===== src/rtl/controller_module_if.sv =====
// Command/state bundle between the transaction front end and the sequencing
// controller. The master drives the three stage commands and observes the
// registered state code; the controller is the slave.
interface controller_module_if;
    logic [1:0] MS;
    logic [1:0] CS;
    logic [1:0] DS;
    logic [1:0] state;

    modport master (output MS, output CS, output DS, input state);
    modport slave  (input MS, input CS, input DS, output state);
endinterface


===== src/rtl/controller_module.sv =====
// Four-state sequencing controller: IDLE -> COLLECT -> SELECT -> DISPENSE.
// Moore machine whose output is the state register itself. DISPENSE dwells
// for a fixed number of cycles using a down-counter, and can only be left
// early through a dispense cancel.
module controller_module #(
    parameter int DISPENSE_CYCLES = 3
) (
    input  logic           clk,
    input  logic           rst,
    controller_module_if.slave bus
);

    localparam int CW = $clog2(DISPENSE_CYCLES) + 1;

    typedef logic [CW-1:0] cnt_t;

    localparam cnt_t LOAD_VAL = cnt_t'(DISPENSE_CYCLES - 1);
    localparam cnt_t ONE      = cnt_t'(1);

    typedef enum logic [1:0] {
        IDLE     = 2'b00,
        COLLECT  = 2'b01,
        SELECT   = 2'b10,
        DISPENSE = 2'b11
    } state_t;

    // Command encodings shared by the three inputs; code 11 matches nothing
    // below and therefore behaves as "none".
    localparam logic [1:0] CMD_ADVANCE = 2'b01;
    localparam logic [1:0] CMD_ABORT   = 2'b10;

    state_t state_q;
    state_t next_state;
    cnt_t   dcnt;
    cnt_t   next_dcnt;

    // State and dwell counter registers; reset forces IDLE with no residual count.
    always_ff @(posedge clk or negedge rst) begin
        if (!rst) begin
            state_q <= IDLE;
            dcnt    <= '0;
        end else begin
            state_q <= next_state;
            dcnt    <= next_dcnt;
        end
    end

    // Next-state rules in priority order (abort/back first, MS over CS over DS).
    always_comb begin
        next_state = state_q;
        next_dcnt  = '0;
        unique case (state_q)
            IDLE: begin
                if (bus.MS == CMD_ADVANCE) begin
                    next_state = COLLECT;
                end
            end
            COLLECT: begin
                if (bus.MS == CMD_ABORT) begin
                    next_state = IDLE;
                end else if (bus.CS == CMD_ADVANCE) begin
                    next_state = SELECT;
                end
            end
            SELECT: begin
                if (bus.MS == CMD_ABORT) begin
                    next_state = IDLE;
                end else if (bus.CS == CMD_ABORT) begin
                    next_state = COLLECT;
                end else if (bus.DS == CMD_ADVANCE) begin
                    next_state = DISPENSE;
                    next_dcnt  = LOAD_VAL;
                end
            end
            DISPENSE: begin
                if (bus.DS == CMD_ABORT) begin
                    next_state = IDLE;
                end else if (dcnt == '0) begin
                    next_state = IDLE;
                end else begin
                    next_dcnt = dcnt - ONE;
                end
            end
            default: begin
                next_state = IDLE;
            end
        endcase
    end

    assign bus.state = state_q;

endmodule


===== src/flat_wrapper.sv =====
// flat-port wrapper written by rule: the top's interface ports become plain ports
module controller_module_flat 
#(
    parameter int DISPENSE_CYCLES = 3
)
  (clk, rst, bus_MS, bus_CS, bus_DS, bus_state);
  controller_module_if bus_i ();
  input  logic clk;
  input  logic rst;
  input wire logic [$bits(bus_i.MS)-1:0] bus_MS;
  input wire logic [$bits(bus_i.CS)-1:0] bus_CS;
  input wire logic [$bits(bus_i.DS)-1:0] bus_DS;
  output wire logic [$bits(bus_i.state)-1:0] bus_state;
  assign bus_i.MS = bus_MS;
  assign bus_i.CS = bus_CS;
  assign bus_i.DS = bus_DS;
  assign bus_state = bus_i.state;
  controller_module #(.DISPENSE_CYCLES(DISPENSE_CYCLES)) u_core (.clk(clk), .rst(rst), .bus(bus_i));
endmodule

===== config.mk =====
export PLATFORM = sky130hd
export DESIGN_NAME = controller_module_flat
export DESIGN_NICKNAME = d
export VERILOG_FILES = /design/src/rtl/controller_module_if.sv /design/src/rtl/controller_module.sv /design/src/flat_wrapper.sv
export SDC_FILE = /design/constraint.sdc
export NUM_CORES = 1
export LEC_CHECK = 0
export CAP_MARGIN = 40
export CORE_AREA = 2 2 39 41
export DETAILED_ROUTE_END_ITERATION = 10
export DIE_AREA = 0 0 41 43
export MAX_ROUTING_LAYER = met4
export SKIP_LAST_GASP = 1
export SYNTH_ARGS = -nofsm -noshare
export SYNTH_HDL_FRONTEND = slang
export SYNTH_SLANG_ARGS = --single-unit
export TNS_END_PERCENT = 10

===== constraint.sdc =====
create_clock -name clk -period 1.4 [get_ports clk]
set_input_delay 0.28 -clock clk [delete_from_list [all_inputs] [get_ports clk]]
set_output_delay 0.28 -clock clk [all_outputs]
set_load 0.02 [all_outputs]

==> flow_metrics.py <==
metrics = {
    "final_layout": {
        "layout_common_cells": "clkdlybuf4s50_1, buf_4, dfrtp_1",
        "syn_to_final_growth_pct": 55.7,
        "diodes": 0,
        "layout.cells.most_common": "clkdlybuf4s50_1",
        "drive_gt1_frac": 0.255,
        "nets": 62,
        "num-fill-cells": 149,
        "instances_no_fill": 67,
    },
    "outcome": {
        "violations": "setup timing",
        "outcome": "finished, violations left",
    },
    "synth": {
        "ys.flop_type": "dfrtp_1",
        "synth_nets": 42,
        "yosysWarnings": 0,
        "ys_async_sr_fraction": 1.00,
        "ys_seq_area_frac": 0.382,
        "yosysUniqueCellTypes": 21,
        "netlist_area_um2": 328,
        "avgSynthCellArea_um2": 10.2,
        "ys_ff_latch": 5,
        "synth-edff-count": 0,
        "synthCells": 32,
    },
    "clock_tree": {
        "cts_buffer_depth": 2,
        "post-cts-setup-buffer-count": 0,
        "clk_transition_reported_paths_ns": 0.05,
        "numClockSinks": 5,
        "cts_tree": "built",
        "htree_levels": 1,
        "root_buffer": "clkbuf_4",
        "clock_latency_ns": 0.25,
        "cts_made_buffers": 3,
        "holdBufCountCts": 0,
    },
    "sta": {
        "fin_skew_ns": 0.00806,
        "worstMarginPinSlew_ns": 0.312,
        "timing.fmax_ghz": 0.691,
        "worst_slack_ns": -0.0467,
        "hold_viol": 0,
        "rsz0062_at_grt": "true",
        "slew_headroom": 0.791,
        "setup_viol": 1,
        "period_share": 1.03,
        "period_needed_ns": 1.45,
        "final_max_slew_viol_count": 0,
    },
    "placed_design": {
        "port-buffer-count": 9,
        "place.gp.congestion": 0.743,
        "placed_cells": 63,
    },
    "floorplanning": {
        "chipWidth_um": 41,
        "rows": 14,
        "die_h_um": 43,
        "pin_count": 10,
        "fp.coreArea_mm2": 0.00138,
        "start_util": 0.237,
        "die_area_mm2": 0.00176,
    },
    "global_route": {
        "antenna_found_initial": 0,
        "grt_usage": 0.106,
        "grt_pass1_vias": 278,
        "grt_pass1_wl_um": 1080,
        "grt_max_degree": 6,
        "overflow": 0,
    },
    "route": {
        "vias": 297,
        "drt-initial-drc-count": 2,
        "dr.pass1.iters": 4,
        "ant_nets": 0,
        "drt-total-wl_um": 687,
        "viasPerCell": 4.43,
        "wl_per_cell_um": 10.3,
        "drc_errors": 0,
    },
    "setup_path": {
        "path_class": "in2reg",
        "worstSetupStartpointType": "input pin",
        "path_delay_family": "buffers and inverters",
        "slowest_stage": "clkdlybuf4s50_1",
        "critPathMaxFanout": 2,
        "required_ns": 1.53,
        "worstSetupEndpointType": "flip-flop",
        "critical_path_arrival_ns": 1.58,
        "critPathMaxStageDelay_ns": 0.52,
        "path_cells": "clkdlybuf4s50_1, nor2b_4, o21a_1, o32ai_2, mux2_1",
        "cp_num_buf_inv": 1,
    },
    "power": {
        "p_total_mw": 0.604,
        "vdd_drop_max_v": 0.000488,
        "power.density_mw_per_mm2": 1180,
        "p_leak_nw": 0.238,
    },
    "hold_path": {
        "min_path_type": "in2async",
    },
    "run": {
        "maxCapViolations": 0,
    },
}
==> state kept, by name, indices dropped and copies added, names as in the netlist <==
| signal | count |
|---|---|
| u_core.bus.state | 2 |
| u_core.dcnt | 3 |
==> routing by layer <==
metal  track usage  up-vias  wire length (um)  part of all wire
met3        0.0628        5                57             0.083
met1        0.0918      132               306              0.45
met5             -        -                 0                 0
met4         0.100        0                28             0.041
met2         0.147        9               295              0.43
li1              -      151                 -                 -
==> cells in the mapped netlist, drive strengths merged, types with 2 or more instances <==
master  count  area share
a21oi       3       0.046
dfrtp       5        0.38
ha          2       0.076
inv         4       0.046
nand2b      2       0.038
nand3b      2       0.046
nor2b       2       0.061
o32ai       2       0.076
==> kinds of logic after synthesis <==
| kind of cell | synth area share |
|---|---|
| DFF | 0.382 |
| buffers and inverters | 0.0458 |
| and+or+nand+nor | 0.233 |
| muxes | 0.0343 |
| AOI/OAI and AO/OA | 0.229 |
| adders and majority gates | 0.0763 |
==> final timing paths <==
path	from	to	slack (ns)	cells past startpoint
setup / recovery	bus_MS[0]	u_core.bus.state[0]	-0.05	5
hold / removal	rst	u_core.bus.state[1]	0.25	1
setup reg to reg	u_core.dcnt[1]	u_core.bus.state[0]	0.04	5
hold reg to reg	u_core.dcnt[0]	u_core.dcnt[0]	0.44	1
max in group asynchronous	rst	u_core.dcnt[2]	0.94	1
min in group clk	u_core.dcnt[0]	u_core.dcnt[0]	0.44	1
==> area by class of cell <==
class / instances / area [um2] / area share
clock buffers: 4 / 26.3 / 0.0515
well taps: 16 / 20.0 / 0.0392
flip-flops and latches: 5 / 125 / 0.245
repair buffers: 15 / 136 / 0.267
multi-input cells: 23 / 188 / 0.368
inverters: 4 / 15.0 / 0.0294
==> stage by stage <==
step	area [um2]	TNS (ns)	worst slack, ns	utilization	hold slack [ns]
after floorplan	328	0	0.0611	-	-0.0156
after global placement	483	-0.316	-0.297	0.349	0.426
after detailed placement	483	-0.335	-0.324	0.349	0.430
after CTS	508	-0.140	-0.0915	0.367	0.248
after global routing	510	-0.0655	-0.0655	0.369	0.264
final	510	-0.0467	-0.0467	0.369	0.253
==> report_power, final <==
part           internal, mW  switching, mW  leakage, nW
Combinational         0.137          0.109        0.156
Clock                 0.108         0.0664       0.0150
Sequential            0.167         0.0157       0.0672
Total                 0.413          0.191        0.238
==> repair_timing <==
action | CTS | global route
resized for setup | 1 | 1
setup endpoints to repair | 3 | 2
pin swaps | 0 | 0
(Power assumes the default switching activity.)
